## config.mk

```make
export PLATFORM = sky130hd
export DESIGN_NAME = decoder_3to8_seq_flat
export DESIGN_NICKNAME = d
export VERILOG_FILES = /design/src/rtl/decoder_3to8_seq_if.sv /design/src/rtl/decoder_3to8_seq.sv /design/src/flat_wrapper.sv
export SDC_FILE = /design/constraint.sdc
export NUM_CORES = 1
export LEC_CHECK = 0
export ABC_AREA = 1
export BUFFER_PORTS_ARGS = -buffer_cell sky130_fd_sc_hd__buf_4
export CELL_PAD_IN_SITES_DETAIL_PLACEMENT = 2
export CELL_PAD_IN_SITES_GLOBAL_PLACEMENT = 2
export CORE_ASPECT_RATIO = 0.7
export CORE_UTILIZATION = 33
export CTS_BUF_LIST = sky130_fd_sc_hd__clkbuf_16
export DETAILED_ROUTE_END_ITERATION = 12
export GPL_TIMING_DRIVEN = 0
export PLACE_DENSITY = 0.77
export SETUP_SLACK_MARGIN = 0.02
export SYNTH_ARGS = -nofsm -noshare
export SYNTH_HDL_FRONTEND = slang
export SYNTH_SLANG_ARGS = --single-unit
export TNS_END_PERCENT = 20
```

## constraint.sdc

```tcl
create_clock -name clk -period 2.6 [get_ports clk]
set_input_delay 0.26 -clock clk [delete_from_list [all_inputs] [get_ports clk]]
set_output_delay 0.26 -clock clk [all_outputs]
set_load 0.005 [all_outputs]
```

## src/rtl/decoder_3to8_seq_if.sv

```systemverilog
// Handshake and decoded-output bundle for decoder_3to8_seq.
// The master drives encoded indices; the slave (the decoder) returns readiness and strobes.
interface decoder_3to8_seq_if;
    logic       valid_in;
    logic [2:0] encoded_in;
    logic       ready_out;
    logic [7:0] data_out;
    logic       busy;

    modport master (
        output valid_in, encoded_in,
        input  ready_out, data_out, busy
    );

    modport slave (
        input  valid_in, encoded_in,
        output ready_out, data_out, busy
    );
endinterface

```

## src/rtl/decoder_3to8_seq.sv

```systemverilog
// Sequenced 3-to-8 decoder: buffers encoded indices in a FIFO and replays each
// as a one-hot strobe held for hold_cycles (0 behaves as 1) cycles.
module decoder_3to8_seq #(
    parameter int unsigned DEPTH  = 4,
    parameter int unsigned HOLD_W = 4
) (
    input  logic                     clk,
    input  logic                     rst,
    input  logic                     enable,
    input  logic [HOLD_W-1:0]        hold_cycles,
    output logic [$clog2(DEPTH):0]   count,
    output logic                     drop_err,
    decoder_3to8_seq_if.slave        bus
);
    localparam int unsigned PTR_W = $clog2(DEPTH);
    localparam int unsigned CNT_W = PTR_W + 1;
    localparam logic [CNT_W-1:0]  CNT_FULL = CNT_W'(DEPTH);
    localparam logic [CNT_W-1:0]  CNT_ONE  = CNT_W'(1);
    localparam logic [PTR_W-1:0]  PTR_ONE  = PTR_W'(1);
    localparam logic [HOLD_W-1:0] HOLD_ONE = HOLD_W'(1);

    typedef enum logic {IDLE, EMIT} state_t;

    state_t            state, state_nxt;
    logic [2:0]        mem [DEPTH];
    logic [PTR_W-1:0]  wr_ptr, rd_ptr;
    logic [HOLD_W-1:0] hold_cnt, hold_nxt, hold_load;
    logic [7:0]        data_nxt, head_onehot;
    logic              push, pop, has_data, hold_last;

    assign has_data      = (count != '0);
    assign hold_last     = (hold_cnt == HOLD_ONE);
    assign hold_load     = (hold_cycles == '0) ? HOLD_ONE : hold_cycles;
    assign head_onehot   = 8'b1 << mem[rd_ptr];
    // Readiness ignores a same-cycle pop: a full FIFO never passes data through.
    assign bus.ready_out = enable && (count < CNT_FULL);
    assign push          = bus.valid_in && bus.ready_out;
    assign bus.busy      = (state == EMIT);

    always_ff @(posedge clk) begin
        if (rst) state <= IDLE;
        else     state <= state_nxt;
    end

    always_comb begin
        state_nxt = state;
        case (state)
            IDLE:    if (enable && has_data) state_nxt = EMIT;
            EMIT:    if (!enable || (hold_last && !has_data)) state_nxt = IDLE;
            default: state_nxt = IDLE;
        endcase
    end

    always_comb begin
        pop      = 1'b0;
        data_nxt = bus.data_out;
        hold_nxt = hold_cnt;
        case (state)
            IDLE: begin
                data_nxt = '0;
                if (enable && has_data) begin
                    pop      = 1'b1;
                    data_nxt = head_onehot;
                    hold_nxt = hold_load;
                end
            end
            EMIT: begin
                if (!enable) begin
                    data_nxt = '0;
                    hold_nxt = '0;
                end else if (hold_last) begin
                    if (has_data) begin
                        pop      = 1'b1;
                        data_nxt = head_onehot;
                        hold_nxt = hold_load;
                    end else begin
                        data_nxt = '0;
                        hold_nxt = '0;
                    end
                end else begin
                    hold_nxt = hold_cnt - HOLD_ONE;
                end
            end
            default: begin
                data_nxt = '0;
                hold_nxt = '0;
            end
        endcase
    end

    always_ff @(posedge clk) begin
        if (rst) begin
            bus.data_out <= '0;
            hold_cnt     <= '0;
            drop_err     <= 1'b0;
        end else begin
            bus.data_out <= data_nxt;
            hold_cnt     <= hold_nxt;
            drop_err     <= bus.valid_in && !bus.ready_out;
        end
    end

    always_ff @(posedge clk) begin
        if (rst) begin
            wr_ptr <= '0;
            rd_ptr <= '0;
            count  <= '0;
        end else begin
            if (push) wr_ptr <= wr_ptr + PTR_ONE;
            if (pop)  rd_ptr <= rd_ptr + PTR_ONE;
            case ({push, pop})
                2'b10:   count <= count + CNT_ONE;
                2'b01:   count <= count - CNT_ONE;
                default: count <= count;
            endcase
        end
    end

    always_ff @(posedge clk) begin
        if (push) mem[wr_ptr] <= bus.encoded_in;
    end
endmodule

```

## src/flat_wrapper.sv

```systemverilog
// flat-port wrapper written by rule: the top's interface ports become plain ports
module decoder_3to8_seq_flat 
#(
    parameter int unsigned DEPTH  = 4,
    parameter int unsigned HOLD_W = 4
)
  (clk, rst, enable, hold_cycles, count, drop_err, bus_valid_in, bus_encoded_in, bus_ready_out, bus_data_out, bus_busy);
  decoder_3to8_seq_if bus_i ();
  input  logic clk;
  input  logic rst;
  input  logic enable;
  input  logic [HOLD_W-1:0] hold_cycles;
  output logic [$clog2(DEPTH):0] count;
  output logic drop_err;
  input wire logic [$bits(bus_i.valid_in)-1:0] bus_valid_in;
  input wire logic [$bits(bus_i.encoded_in)-1:0] bus_encoded_in;
  output wire logic [$bits(bus_i.ready_out)-1:0] bus_ready_out;
  output wire logic [$bits(bus_i.data_out)-1:0] bus_data_out;
  output wire logic [$bits(bus_i.busy)-1:0] bus_busy;
  assign bus_i.valid_in = bus_valid_in;
  assign bus_i.encoded_in = bus_encoded_in;
  assign bus_ready_out = bus_i.ready_out;
  assign bus_data_out = bus_i.data_out;
  assign bus_busy = bus_i.busy;
  decoder_3to8_seq #(.DEPTH(DEPTH), .HOLD_W(HOLD_W)) u_core (.clk(clk), .rst(rst), .enable(enable), .hold_cycles(hold_cycles), .count(count), .drop_err(drop_err), .bus(bus_i));
endmodule
```

== After elaboration in Yosys (flattened, before gate mapping) ==
Memory sizes are Yosys's and may differ from the RTL's. A register that Yosys moved wholly into a read port is not among the register bits.
Index checks and enable logic that the tools add are counted.

* Flip-flop bits (word level): 21
* Memory bits (writable): 12
* Bits of input ports: 11
* Output and inout port bits: 14
* Word-level logic and storage cells: 56
* Memories kept: 1

{| class="wikitable"
|+ Memory list
! memory !! depth !! width !! read ports !! clocked after Yosys merged registers in !! write ports !! RTL line !! RTL
|-
| u_core.mem || 4 || 3 || 1 || 1 || 1 || decoder_3to8_seq.sv:25 || <nowiki>logic [2:0] mem [DEPTH];</nowiki>
|}

* Add/sub/neg operators: 5
* $lt $le $gt $ge: 1
* Equality and inequality tests: 5
* Shift-type cells: 1
* Muxes and demuxes: 23
* Bitwise logic cells: 1
* Reductions and logical operators: 12

{| class="wikitable"
|+ Operators by type and width
! operator !! number
|-
| $mux W8 || 4
|-
| $mux W4 || 5
|-
| $pmux W8 S2 || 1
|-
| $pmux W4 S2 || 1
|-
| $shl A1 B3 Y8 const A || 1
|-
| $mux W1 || 7
|-
| $pmux W3 S2 || 1
|-
| $logic_and A1 B1 Y1 || 5
|-
| $add A2 B1 Y2 const B || 2
|-
| $eq A4 B1 Y1 const B || 1
|-
| $logic_not A4 Y1 || 1
|-
| $mux W2 || 2
|-
| $pmux W1 S2 || 2
|-
| $sub A4 B1 Y4 const B || 1
|-
| $add A3 B1 Y3 const B || 1
|-
| $logic_not A1 Y1 || 3
|-
| $lt A3 B3 Y1 const B || 1
|-
| $ne A3 B3 Y1 const B || 1
|-
| $reduce_bool A3 Y1 || 1
|-
| $sub A3 B1 Y3 const B || 1
|-
| $eq A2 B1 Y1 const B || 1
|-
| $eq A2 B2 Y1 const B || 1
|-
| $ne A2 B1 Y1 const B || 1
|-
| $reduce_bool A2 Y1 || 1
|-
| 2 further kinds || 2
|}

== Depth between registers and ports, before layout ==
Gate-level depths: netlist (run 1).

* Depth in word-level cells: 7
* Mapped depth: 11
* Gate-level depth less buffers: 11

== Worst setup path after synthesis (run 1) ==
OpenSTA, ideal clock, no wires.

* Path kind: register to register
* Start point: register u_core.hold_cnt[1]
* End point: register u_core.count[2]
* Library setup time: 122 ps
* Data arrival time: 1,879 ps
* Required time: 2,478 ps
* Setup slack: 599 ps
* Cell stages (with the launch flop): 12
* Buffers on the path: 0
* Clock period less this slack: 2,001 ps
* Cells stage by stage: dfxtp_1 > inv_1 > ha_1 > nand3_2 > a21oi_4 > ha_1 > inv_1 > fa_1 > a21oi_1 > o21ai_0 > o21ai_0 > a21oi_1

* Cells in the longest elaborated chain, start to end: 6

{| class="wikitable"
|+ RTL lines
! element !! RTL line !! RTL
|-
| start: declaration || decoder_3to8_seq.sv:27 || <nowiki>logic [HOLD_W-1:0] hold_cnt, hold_nxt, hold_load;</nowiki>
|-
| start signal: assignment || decoder_3to8_seq.sv:98 || <nowiki>hold_cnt <= hold_nxt;</nowiki>
|-
| $eq A4 B1 Y1 * || decoder_3to8_seq.sv:32 || <nowiki>assign hold_last = (hold_cnt == HOLD_ONE);</nowiki>
|-
| $mux W1 * || decoder_3to8_seq.sv:71 || <nowiki>end else if (hold_last) begin</nowiki>
|-
| $mux W1 * || decoder_3to8_seq.sv:68 || <nowiki>if (!enable) begin</nowiki>
|-
| $pmux W1 S2 * || decoder_3to8_seq.sv:58 || <nowiki>case (state)</nowiki>
|-
| $eq A2 B1 Y1 or $eq A2 B2 Y1 (tied branches) || decoder_3to8_seq.sv:111 || <nowiki>case ({push, pop})</nowiki>
|-
| $pmux W3 S2 or $reduce_bool A2 Y1 (tied branches) || -- ||
|-
| end signal: assignment || decoder_3to8_seq.sv:112 || <nowiki>2'b10: count <= count + CNT_ONE;</nowiki>
|-
| end signal: assignment || decoder_3to8_seq.sv:113 || <nowiki>2'b01: count <= count - CNT_ONE;</nowiki>
|-
| end signal: assignment || decoder_3to8_seq.sv:114 || <nowiki>default: count <= count;</nowiki>
|-
| end: declaration || decoder_3to8_seq.sv:11 || <nowiki>output logic [$clog2(DEPTH):0] count,</nowiki>
|}

Every way passes the cells marked *; elsewhere a longest branch is shown, timed or not.
A chain may end at the register's enable or synchronous reset.

== Final worst setup path (run 1) ==
Same ends and word-level chain as after synthesis.

==> summary by stage, run 1 <==
Placement
The HPWL after detailed placement is 3.71 mm. The routability congestion estimate is 0.728. Buffers placed on the I/O ports in this run total 24. The minimum setup slack after placement is 0.319 ns.

Summing all placed instances gives a cell area of 2000 um2.

Hold path
The worst hold path stage count is 2. The worst hold path terminates at u_core.bus.data_out[6]. The worst hold path begins at rst. The class of the tightest hold or removal check is input port to register.

STA
The clock arrives with 0.0104 ns of skew. The number of max-slew violations in the final report is 0. Setup repair after global routing left no endpoint under its margin. The worst path needs 2.30 ns of the cycle, external delays included.

The setup slack of the critical path after layout is 0.298 ns. The final number of hold-violating endpoints came to 0. The worst-margin pin slew is 0.555 ns.

The number of endpoints failing setup at the final stage is 0. Timing would allow up to 0.434 GHz. The worst pin sits at a relative slew slack of 63.0%. In the finished design, the share of the clock period the worst path needs comes to 88.5%. The aggregate negative setup slack is 0 ns.

Floorplan
The full die area is 5550 um2. The floorplan row count is 21. Measured along the x axis, the die boundary spans 88.6 um.

For this configuration, the core starts out at a cell density of 35.3%. In this run the vertical extent of the chip is 62.6 um. The number of top-level design ports is 25. In this run the standard cell core region covers 4910 um2.

Critical path
The reg-to-reg setup timing slack is 0.30 ns. Data on the critical path arrives at its endpoint at 2.48 ns. The worst register-to-register path ends at u_core.count[2]. Along the worst path, the maximum fanout reaches 9. The nature of the critical path endpoint is a register.

For the worst flop-to-flop path, the logic depth is 11. The worst setup path is launched from a register. The critical setup path kind is register to register.

The required time reported for the critical path endpoint is 2.77 ns. The reg-to-reg startpoint is u_core.hold_cnt[1].

Power and ir drop
The power density over cell area is 940 nW/um2. In this run, the clock network consumes 33.4% of the power. The power share of the sequential group is 34.8%. Internal power comes to 1320 uW. The leakage power figure is 0.000934 uW. The power share of the combinational group is 31.9%. The worst-case IR drop observed on VDD is 305 uV. Summed over all nets, the switching power comes to 717 uW. Net switching is 35.3% of the power.

Logic synthesis
In this run the mean area of a mapped cell was 8.29 um2. The number of warnings reported in the yosys synthesis log is 0. Summing the sequential cell areas from Yosys gives 47.4% of the chip area. The post-synthesis sequential element count is 35. Counting every instance in the synthesized netlist gives 209. The cell area after synthesis is 1730 um2. The number of library cell types mapped by synthesis is 28.

Synthesis produced a netlist with a net count of 228.

Clocking
The number of levels in the clock H-tree is 2. CTS placed an instance of sky130_fd_sc_hd__clkbuf_16 at the clock tree root. The clock reaches the later pin of the worst-skew pair after 0.29 ns. Counting along the longest clock path gives a buffer depth of 2. Clock-pin slew was measured on the worst setup and hold paths at 0.06 ns. After clock tree synthesis, the setup repair step added 0 buffers. The number of CTS-inserted buffers is 5. The number of buffers inserted by hold repair at cts is 0. The post-cts resize count is 0. The clock tree from TritonCTS is yes.

The clock net in this run drives a total of 35 sinks.

Layout
The share of post-route cells with drive strength above 1 is 24.9%. Measured on the finished design, the core utilization comes to 44.1%. The number of antenna repair diodes is 0.

From synthesis to final layout, the design area changed by 25.0%. The net count of the finished layout is 259. Leaving out fill and tap cells, the most frequent cells in the layout are 56 x sky130_fd_sc_hd__nand2_1, 24 x sky130_fd_sc_hd__buf_4, 23 x sky130_fd_sc_hd__nor2_1, 23 x sky130_fd_sc_hd__dfxtp_1, 21 x sky130_fd_sc_hd__inv_1. The library cell used most frequently in the layout, excluding fill and tap cells, is sky130_fd_sc_hd__nand2_1. The post-layout instance area is 2170 um2.

Global routing
The overall track demand over capacity in global routing is 20.3%. The initial antenna violation count was 0. The global route total overflow is 0. The number of global-route vias before repair is 1642.

Entering global routing, the biggest net connects 13 pins. The first global-routing pass estimated 8.18 mm of wire.

Route
The first-pass detailed-route iteration total is 3. The count of nets left with antenna violations once routing finished came out at 0. In this run, the number of DRC markers left after iteration 0 of detailed routing was 23. The total detailed-routing wirelength is 4.91 mm. The count of vias placed by the detailed router is 1456.

The wire length per cell is 15.8 um. The final routed DRC violation total is 0. Dividing the detail-routed via count by the number of cells gives 4.70.

Flow run
The tool flagged a number of max-cap violations equal to 0.

Run status
The flow ran to the end, and the final reports show no timing, DRC or antenna violations.
## synth_stat cells
master	instances	area, um2
sky130_fd_sc_hd__a21oi_1	14	70.1
sky130_fd_sc_hd__a21oi_2	3	26.3
sky130_fd_sc_hd__a21oi_4	1	16.3
sky130_fd_sc_hd__buf_1	1	3.75
sky130_fd_sc_hd__buf_6	1	11.3
sky130_fd_sc_hd__clkinv_1	2	7.51
sky130_fd_sc_hd__dfxtp_1	23	460
sky130_fd_sc_hd__edfxtp_1	12	360
sky130_fd_sc_hd__fa_1	1	20.0
sky130_fd_sc_hd__ha_1	7	87.6
sky130_fd_sc_hd__inv_1	20	75.1
sky130_fd_sc_hd__inv_2	4	15.0
sky130_fd_sc_hd__inv_4	1	6.26
sky130_fd_sc_hd__nand2_1	56	210
sky130_fd_sc_hd__nand2_2	7	43.8
sky130_fd_sc_hd__nand2_4	1	11.3
sky130_fd_sc_hd__nand3_1	9	45.0
sky130_fd_sc_hd__nand3_2	6	60.1
sky130_fd_sc_hd__nand3_4	1	17.5
sky130_fd_sc_hd__nor2_1	23	86.3
sky130_fd_sc_hd__nor2_2	2	12.5
sky130_fd_sc_hd__nor2_4	1	11.3
sky130_fd_sc_hd__nor3_1	2	10.0
sky130_fd_sc_hd__o21ai_0	6	30.0
sky130_fd_sc_hd__o21ai_1	1	5.00
sky130_fd_sc_hd__or2_1	1	6.26
sky130_fd_sc_hd__or2_2	1	6.26
sky130_fd_sc_hd__xor2_1	2	17.5
## power groups by stage
stage / sequential [uW] / combinational (uW) / clock, uW
after floorplan: 701 / 446 / 0
after global placement: 708 / 590 / 0
after detailed placement: 718 / 642 / 0
after CTS: 709 / 664 / 699
after global routing: 717 / 739 / 721
final: 708 / 649 / 679
## stage by stage
step                hold WS (ns)  power (uW)  cells
floorplan                  0.329        1150    209
global placement           0.451        1300    302
detailed placement         0.457        1360    302
CTS                        0.161        2070    310
global route               0.168        2180    310
finish                     0.164        2040    310
## worst max-delay path by stage
stage	cells past startpoint	startpoint	end	slack, ns
2_1_floorplan	11	u_core.hold_cnt[1]	u_core.count[2]	0.60
5_1_grt	11	u_core.hold_cnt[1]	u_core.count[2]	0.02
4_1_cts	11	u_core.hold_cnt[1]	u_core.count[2]	0.31
3_3_place_gp	11	u_core.hold_cnt[1]	u_core.count[2]	0.44
3_5_place_dp	11	u_core.hold_cnt[1]	u_core.count[2]	0.32
6_report	11	u_core.hold_cnt[1]	u_core.count[2]	0.30
## worst max-delay path: stages (launching register included)
cell and delay (ns):
sky130_fd_sc_hd__dfxtp_1 0.31, sky130_fd_sc_hd__inv_1 0.10, sky130_fd_sc_hd__ha_1 0.19, sky130_fd_sc_hd__nand3_2 0.13, sky130_fd_sc_hd__a21oi_4 0.29, sky130_fd_sc_hd__ha_1 0.21
sky130_fd_sc_hd__inv_1 0.07, sky130_fd_sc_hd__fa_1 0.38, sky130_fd_sc_hd__a21oi_1 0.17, sky130_fd_sc_hd__o21ai_0 0.13, sky130_fd_sc_hd__o21ai_0 0.17, sky130_fd_sc_hd__a21oi_1 0.05
## sequential cells by signal, summed over array words and instances (netlist names), named ones only
name / flops
u_core.bus.busy: 1
u_core.drop_err: 1
u_core.rd_ptr: 2
u_core.hold_cnt: 4
u_core.count: 3
u_core.mem: 12
u_core.wr_ptr: 2
u_core.bus.data_out: 8
## layer usage
metal	wire, um	vias up	global-route usage, %
met4	79	0	8.47
li1	-	722	-
met1	2120	705	23.9
met5	0	-	0
met3	142	7	4.89
met2	2570	22	35.1
## area by class of cell
class                   count  area (um2)
fillers                   571        2750
flip-flops and latches     35         821
multi-input cells         145         793
repair buffers             24         180
clock buffers               5         125
inverters                  27         104
well taps                  69        86.3
clock inverters             3        41.3
plain buffers               2        15.0
## cell families (layout without fill, tap and decap cells)
group	after synthesis	in the layout	synth area share [%]
AO/OA/AOI/OAI	25	25	8.52
XOR/XNOR	2	2	1.01
adder cells (fa/ha/maj)	8	8	6.21
buffers and inverters	29	61	6.86
flip-flops	35	35	47.4
AND/OR/NAND/NOR	110	110	30.0
No activity file was read; power rests on OpenSTA's default activity.
==> inputs of run 2 (changes only) <==
--- a/config.mk
+++ b/config.mk
@@ -5,16 +5,16 @@
 export SDC_FILE = /design/constraint.sdc
 export NUM_CORES = 1
 export LEC_CHECK = 0
-export ABC_AREA = 1
 export BUFFER_PORTS_ARGS = -buffer_cell sky130_fd_sc_hd__buf_4
+export CAP_MARGIN = 20
 export CELL_PAD_IN_SITES_DETAIL_PLACEMENT = 2
 export CELL_PAD_IN_SITES_GLOBAL_PLACEMENT = 2
 export CORE_ASPECT_RATIO = 0.7
-export CORE_UTILIZATION = 33
-export CTS_BUF_LIST = sky130_fd_sc_hd__clkbuf_16
+export CORE_UTILIZATION = 36
+export CTS_BUF_LIST = sky130_fd_sc_hd__clkbuf_4 sky130_fd_sc_hd__clkbuf_8 sky130_fd_sc_hd__clkbuf_16
 export DETAILED_ROUTE_END_ITERATION = 12
 export GPL_TIMING_DRIVEN = 0
-export PLACE_DENSITY = 0.77
+export PLACE_DENSITY = 0.78
 export SETUP_SLACK_MARGIN = 0.02
 export SYNTH_ARGS = -nofsm -noshare
 export SYNTH_HDL_FRONTEND = slang
==> run 2 against run 1 <==
  * Clock power is 42% lower
  * Critical path depth shrank 1
  * Sequential share of layout area up 5.6 points
  * Synthesized area shrank 12%
  * Sequential power up 5.9%
  * Critical path type unchanged
  * Largest power group unchanged
==> summary by stage, run 2 <==
Logic synthesis
The number of different library cells used by synthesis comes to 33. The synthesized netlist devotes 3.43% of its cell area to XOR and XNOR gates. By count the netlist is led by 23 x sky130_fd_sc_hd__dfxtp_1, 12 x sky130_fd_sc_hd__edfxtp_1, 11 x sky130_fd_sc_hd__nor2_1, 10 x sky130_fd_sc_hd__inv_1, 10 x sky130_fd_sc_hd__nand2_1. The cell with the most instances after synthesis is sky130_fd_sc_hd__dfxtp_1. The number of enable flip-flop cells after synthesis is 12. The area share of the largest cell type after synthesis is 30.1%. The synthesized netlist occupies a cell area of 1530 um2. Each instance of the synthesized netlist takes up on average 11.5 um2. Measured against the total synthesized area, the mux share comes to 5.07%. Yosys attributes the largest share of cell area to sky130_fd_sc_hd__dfxtp_1 30%, sky130_fd_sc_hd__edfxtp_1 24%, sky130_fd_sc_hd__ha_1 5.7%, sky130_fd_sc_hd__mux4_2 4.4%, sky130_fd_sc_hd__a32o_2 2.9%. Synthesis handed over a netlist of 133 instances. The prevailing post-synth register cell is sky130_fd_sc_hd__dfxtp_1.

Of the total synthesized cell area, the portion taken by full adders, half adders and majority gates is 7.03%. By area, the combinational part of the netlist is dominated by compound AO/OA/AOI/OAI gates. The proportion of synthesized chip area in sequential cells is 53.6%. Summing the areas of all and, or, nand and nor instances in the mapped netlist gives 13.2% of the synthesized area. Summed over all instances, the cell type with the most area after synthesis is sky130_fd_sc_hd__dfxtp_1. The compound-cell area share of the yosys netlist is 14.5%. After synthesis, the share of flip-flops with an asynchronous set or reset is 0%. Synthesis produced a netlist with a net count of 152. Counting flops and latches in the post-synthesis netlist gives 35. The number of warnings reported in the yosys synthesis log is 0.

STA
For the final database, setup skew stands at 0.00359 ns. At the pin with the least slew margin, the transition time is 0.963 ns. The ratio of final minimum period to clock period is 94.9%. The number of endpoints failing setup at the final stage is 0. The clock period could shrink to 2.47 ns. Setup repair after global routing left no endpoint under its margin. The worst path meets setup with 0.133 ns of slack. Timing would allow up to 0.405 GHz. The final number of hold-violating endpoints came to 0. The number of max-slew violations in the final report was 0.

Measured against its own limit, the worst slew margin works out to 35.3%.

Layout
In the final layout, the registers with the most flip-flops are u_core.mem: 12 flops, u_core.bus.data_out: 8 flops, u_core.hold_cnt: 4 flops. Cells with a size suffix above 1 make up 29.5% of the layout. The library cells used most frequently in the layout, excluding fill and tap cells, are 25 x sky130_fd_sc_hd__buf_4, 23 x sky130_fd_sc_hd__dfxtp_1, 12 x sky130_fd_sc_hd__edfxtp_1. The finished layout holds 218 standard cells, fillers aside.

The fill cell instance count of the final layout is 425. The most common library cell in the layout ignoring fill and taps is sky130_fd_sc_hd__buf_4. The flip-flop count of the largest register after layout is 12.

The net count of the finished layout is 184. The area growth from synthesis to final layout is 23.3%. The largest register by flop count is u_core.mem. The number of antenna repair diodes is 0.

Global routing
The number of global-route vias before repair was 1247. The pin count of the biggest net entering global routing is 11. The global route total overflow is 0. The initial antenna violation count is 0. The wire length of the first global-routing pass is 6.38 mm.

The overall track demand over capacity in global routing is 19.3%.

Critical path
The required time reported for the critical path endpoint is 2.81 ns. STA classifies the critical path endpoint as a register. The worst endpoint data arrival time is 2.67 ns. The sum of buffers and inverters on the critical path is 2. The element type at the critical path start is a register. The kind of cell adding the most delay to the critical path is simple AND/OR/NAND/NOR gates. The highest cell delay on the worst timing path is 0.42 ns. In this run the worst path has a maximum fanout of 4. The cell with the biggest individual delay on the critical path is sky130_fd_sc_hd__or3b_4. The signal on the critical path passes through inv_2 -> ha_2 -> or3b_4 -> a21oi_4 -> ha_4 -> inv_1 -> fa_1 -> xor2_1 -> or3_1 -> a21oi_1. The worst setup path is of the register to register kind.

Power and ir drop
For this design the total switching power over the nets is 607 uW. The switching power as a share of total power is 34.5%. The share of total power in the clock network is 22.4%. The leakage power figure is 0.000744 uW. The power density over cell area is 931 nW/um2. The cell internal power dissipation is 1150 uW.

The worst voltage drop across the vdd grid is 472 uV. The power share of the combinational group is 35.0%. Of the total power, registers draw 42.7%.

Route
The total detailed-routing wirelength is 3.99 mm. After detailed routing, the number of vias per cell comes to 5.17. The number of routed nets with antenna violations is 0. The first-pass detailed-route iteration total is 4. The final routed DRC violation total is 0. The count of vias placed by the detailed router is 1127. The wire length per cell is 18.3 um. In this run, the number of DRC markers left after iteration 0 of detailed routing was 30.

Floorplan
The effective utilization at floorplan is 38.3%. The core outline area is 3990 um2. The floorplan row count is 19. The full die area is 4520 um2. The floorplan step set the die height to 56.6 um.

In this run the horizontal extent of the chip is 80.0 um. Pin placement for this block handled 25 I/O pins.

Placement
Including well taps, the total number of placed cells is 208. Routability-driven placement finished with a final weighted congestion of 0.753. The minimum setup slack after placement is -0.0341 ns.

Detailed placement ended at an HPWL of 3.16 mm. Input and output buffers added on the ports amount to 23.

Clocking
The TritonCTS sink count is 35. The number of CTS-inserted buffers is 5. Clock tree synthesis selected as its root buffer the cell sky130_fd_sc_hd__clkbuf_8. Hold repair after CTS inserted 0 buffers.

The clock tree synthesis step divided the H-tree into 2 levels. The clock latency on the worst-skew pair is 0.28 ns. The buffer levels on the longest clock path is 2. The clock tree from TritonCTS is yes.

The clock transition at the registers of the reported paths is 0.07 ns.

Flow run
Across the run, the number of max-cap violations was 0.

Hold path
The tightest min-delay check is of the input port to register type.

Run status
The run finished with clean final reports.
[run 2: cell count changes in the layout (fill, tap and decap cells not counted), sizes merged, moves of 5 or more]
cell / before / now
a21oi: 18 / 8
nor2: 26 / 11
o31ai: 0 / 6
clkbuf: 5 / 10
nand3: 16 / 3
nand2: 64 / 10
inv: 26 / 10
[run 2: routing by layer]
layer  vias up  global-route usage [%]  wire length (um)
met3         2                    5.85               164
met4         0                    4.08                35
met1       555                    24.6              1810
met5         -                       0                 0
met2        24                    32.2              1980
li1        546                       -                 -
[run 2: final cells by class]
cell class                 instances  area [um2]  area share, %
clock buffer                       7        83.8           4.44
timing repair buffer              25         188           9.94
sequential                        35         821           43.5
buffer                             3        11.3          0.596
clock inverter                     1        5.00          0.265
inverter                          10        37.5           1.99
tap                               52        65.1           3.45
multi-input combinational         85         677           35.9
[run 2: cell families (layout without fill, tap and decap cells)]
family,Yosys count,after routing
fa+ha+maj,8,8
buf+inv,13,46
simple gates,38,38
xor+xnor,6,6
mux,4,4
compound gates,29,29
flops,35,35
[run 2: power by group through the flow]
stage | clock network, uW | logic [uW] | registers [uW]
4_1_cts | 407 | 592 | 752
5_1_grt | 434 | 685 | 766
6_report | 393 | 615 | 750
3_5_place_dp | 0 | 574 | 763
2_1_floorplan | 0 | 394 | 738
3_3_place_gp | 0 | 530 | 756
[run 2: timing repair]
item	CTS	global route
setup buffers	1	1
gates resized for setup	0	4
pin swaps	1	1
setup endpoints to repair	1	1
[run 2: metrics by stage]
step | cell area (um2) | util [%] | total power [uW] | setup TNS, ns | hold WS (ns)
6_report | 1890 | 47.3 | 1760 | 0 | 0.192
5_1_grt | 1890 | 47.3 | 1880 | 0 | 0.171
4_1_cts | 1870 | 46.7 | 1750 | 0 | 0.178
3_5_place_dp | 1770 | 44.3 | 1340 | -0.0341 | 0.451
3_3_place_gp | 1770 | 44.3 | 1290 | 0 | 0.441
2_1_floorplan | 1530 | - | 1130 | 0 | 0.359
[run 2: worst register-to-register path, cell delays in order, from the launching register on]
cell and delay (ns):
sky130_fd_sc_hd__dfxtp_1 0.34, sky130_fd_sc_hd__inv_2 0.07, sky130_fd_sc_hd__ha_2 0.18, sky130_fd_sc_hd__or3b_4 0.42, sky130_fd_sc_hd__a21oi_4 0.20, sky130_fd_sc_hd__ha_4 0.16, sky130_fd_sc_hd__inv_1 0.05, sky130_fd_sc_hd__fa_1 0.37
sky130_fd_sc_hd__xor2_1 0.16, sky130_fd_sc_hd__or3_1 0.31, sky130_fd_sc_hd__a21oi_1 0.14
[run 2: path summary, 6_finish.rpt]
kind                                        startpoint                      to  slack, ns  cells past startpoint
worst max-delay path                u_core.hold_cnt[1]         u_core.count[2]       0.13                     10
worst min-delay path                 bus_encoded_in[0]        u_core.mem[0][0]       0.19                      1
worst max register to register      u_core.hold_cnt[1]         u_core.count[2]       0.13                     10
worst min register to register  u_core.bus.data_out[4]  u_core.bus.data_out[4]       0.46                      2
==> inputs of run 3 (changes only) <==
--- a/config.mk
+++ b/config.mk
@@ -6,10 +6,9 @@
 export NUM_CORES = 1
 export LEC_CHECK = 0
 export BUFFER_PORTS_ARGS = -buffer_cell sky130_fd_sc_hd__buf_4
-export CAP_MARGIN = 20
 export CELL_PAD_IN_SITES_DETAIL_PLACEMENT = 2
 export CELL_PAD_IN_SITES_GLOBAL_PLACEMENT = 2
-export CORE_ASPECT_RATIO = 0.7
+export CORE_ASPECT_RATIO = 1.25
 export CORE_UTILIZATION = 36
 export CTS_BUF_LIST = sky130_fd_sc_hd__clkbuf_4 sky130_fd_sc_hd__clkbuf_8 sky130_fd_sc_hd__clkbuf_16
 export DETAILED_ROUTE_END_ITERATION = 12
==> run 3 against run 2 <==
  * Wire length fell by 4.8%
  * Global-route usage decreased by 0.31 points
  * Clock-buffer cell count shrank 1
  * Setup slack worse by 0.057 ns
  * Die area about the same
  * Worst hold slack worse by 0.026 ns
  * Sequential cell count did not move
  * Critical path depth unchanged
  * Maximum frequency down 2.3%
  * Sequential share of layout area decreased by 0.55 points
  * Register-to-register slack worse by 0.06 ns
  * Final cell count rose by 2.3%
==> summary by stage, run 3 (same netlist as run 2, synthesis figures left out) <==
Run status
The run finished with clean final reports.

Placement
The routability congestion estimate is 0.793. After detailed placement, the total cell area comes to 1770 um2. The number of buffer cells added on primary ports is 23. Once detailed placement completed, the half-perimeter wirelength came to 2.70 mm. The post-placement cell count is 212.

Layout
The fill cell instance count of the final layout is 413. The top cell types in the final layout, fill and taps aside, are 26 x sky130_fd_sc_hd__buf_4, 21 x sky130_fd_sc_hd__dfxtp_1, 12 x sky130_fd_sc_hd__edfxtp_1. Once layout is done, the placed cells without fillers occupy 1920 um2. The register with the most flip-flops in the layout has 12 of them.

The largest registers in the layout are u_core.mem: 12 flops, u_core.bus.data_out: 8 flops, u_core.hold_cnt: 4 flops. The number of antenna repair diodes is 0. Of the cells placed in the final design, the portion with a size suffix greater than 1 is 29.9%. The final standard cell count with taps included and fillers excluded is 223.

Compared with the post-synthesis result, the final layout area differs by 25.2%. At the end of the flow, the number of nets in the layout was 185. The library cell used most frequently in the layout, excluding fill and tap cells, is sky130_fd_sc_hd__buf_4.

Ranked by flip-flop count, first place goes to u_core.mem.

Global routing
The number of global-route vias before repair is 1237. For this run the aggregate overflow at the end of global routing stands at 0. The initial antenna violation count was 0.

Entering global routing, the biggest net connects 12 pins. The wire length of the first global-routing pass is 5.90 mm. Global routing consumed, over all layers together, 19.0% of the routing resources.

Route
The count of vias placed by the detailed router is 1143. The starting DRC count in detailed routing is 19. The number of routed nets with antenna violations is 0. The final routed DRC violation total is 0.

The first detailed-routing pass ran for 4 iterations. The mean number of vias per cell is 5.13. The total detailed-routing wirelength is 3.80 mm. The wire length per cell is 17.0 um.

STA
The worst-margin pin slew is 0.851 ns. The worst clock skew is 0.00657 ns. In the final timing run, aggregate negative setup slack is 0 ns. Subtracting the final worst setup slack from the clock period gives 2.52 ns. The number of max-slew violations in the final report is 0. Setup violations remaining at the end of the flow were counted as 0.

The final number of hold-violating endpoints is 0. In this run the tightest slew margin relative to its limit is 42.8%. Derived from the worst setup path, the maximum achievable clock frequency is 0.396 GHz. The worst path uses 97.1% of the clock period.

Clocking
TritonCTS created 5 clock buffers. The number of levels in the clock H-tree is 2. The clock reaches the later pin of the worst-skew pair after 0.30 ns. The clock transition at the registers of the reported paths is 0.07 ns.

The clock tree from TritonCTS is yes. The clock root buffer master is sky130_fd_sc_hd__clkbuf_8. The TritonCTS sink count is 35. The buffer levels on the longest clock path is 2.

Flow run
The number of max-cap violations is 0.

Floorplan
The floorplan step set the die height to 74.9 um. The number of top-level design ports is 25. The horizontal extent of the die is 60.3 um. The core outline area is 4070 um2. The floorplan has 26 rows. The full die area is 4520 um2. The effective utilization at floorplan is 37.7%.

Power and ir drop
Across the VDD grid, the largest voltage drop is 349 uV. Power spread over the standard cell area amounts to 934 nW/um2. The leakage power figure is 0.000746 uW.

Hold path
The class of the tightest hold or removal check is input port to register. Along the worst hold path, the cell count comes to 1.

Critical path
In this run the worst path has a maximum fanout of 4. The required time reported for the critical path endpoint is 2.82 ns. The nature of the critical path endpoint is a register.

The worst endpoint data arrival time is 2.75 ns. The critical path is of the register to register type. The worst setup path is launched from a register. The number of cells on the worst reg-to-reg path is 10.
[run 3: changes by cell type in the layout (fill, tap and decap cells not counted), sizes merged]
cell	change
clkbuf	-1
buf	+1
clkinvlp	+1
[run 3: worst paths after layout]
check | start | endpoint | slack (ns)
worst min register to register | u_core.bus.data_out[6] | u_core.bus.data_out[6] | 0.45
worst max-delay path | u_core.hold_cnt[1] | u_core.count[2] | 0.08
worst min-delay path | bus_encoded_in[0] | u_core.mem[0][0] | 0.17
worst max register to register | u_core.hold_cnt[1] | u_core.count[2] | 0.08
[run 3: layout make-up]
cell class              count  area, um2  area share [%]
flip-flops and latches     35        823            42.9
multi-input cells          85        687            35.8
repair buffers             26        195            10.2
clock buffers               6       82.6            4.31
well taps                  56       70.1            3.65
inverters                  10       37.5            1.96
clock inverters             2       11.3           0.587
plain buffers               3       11.3           0.587
[run 3: repair_timing]
action / CTS / global route
resized for setup: 0 / 6
endpoints found under the hold margin: 0 / 0
setup buffers: 1 / 2
setup endpoints to repair: 1 / 1
pin swaps: 1 / 1
hold buffers: 0 / 0
[run 3: metrics by stage]
step | hold WS, ns | power [uW] | setup WS, ns | utilization (%)
2_1_floorplan | 0.359 | 1130 | 0.220 | -
3_3_place_gp | 0.437 | 1280 | 0.0380 | 43.6
3_5_place_dp | 0.444 | 1320 | -0.0605 | 43.6
4_1_cts | 0.156 | 1760 | 0.0269 | 46.1
5_1_grt | 0.155 | 1910 | -0.0399 | 47.2
6_report | 0.166 | 1790 | 0.0761 | 47.2
[run 3: report_power, final]
group	internal [uW]	total [uW]	switching, uW
sequential	651	757	107
clock	211	406	195
combinational	304	629	325
[run 3: worst max-delay path, cell delays in order (launching register included)]
cell,delay (ns)
sky130_fd_sc_hd__dfxtp_2,0.34
sky130_fd_sc_hd__inv_1,0.12
sky130_fd_sc_hd__ha_4,0.16
sky130_fd_sc_hd__or3b_4,0.40
sky130_fd_sc_hd__a21oi_4,0.19
sky130_fd_sc_hd__ha_4,0.16
sky130_fd_sc_hd__inv_1,0.05
sky130_fd_sc_hd__fa_1,0.38
sky130_fd_sc_hd__xor2_1,0.16
sky130_fd_sc_hd__or3_1,0.32
sky130_fd_sc_hd__a21oi_1,0.16
[run 3: per-layer routing]
metal  vias to the layer above  part of all wire (%)  GRT usage [%]
met4                         0                   2.2           10.1
met5                         -                     0              0
met3                         6                   3.6           5.67
li1                        545                     -              -
met2                        22                    57           35.2
met1                       570                    38           18.4
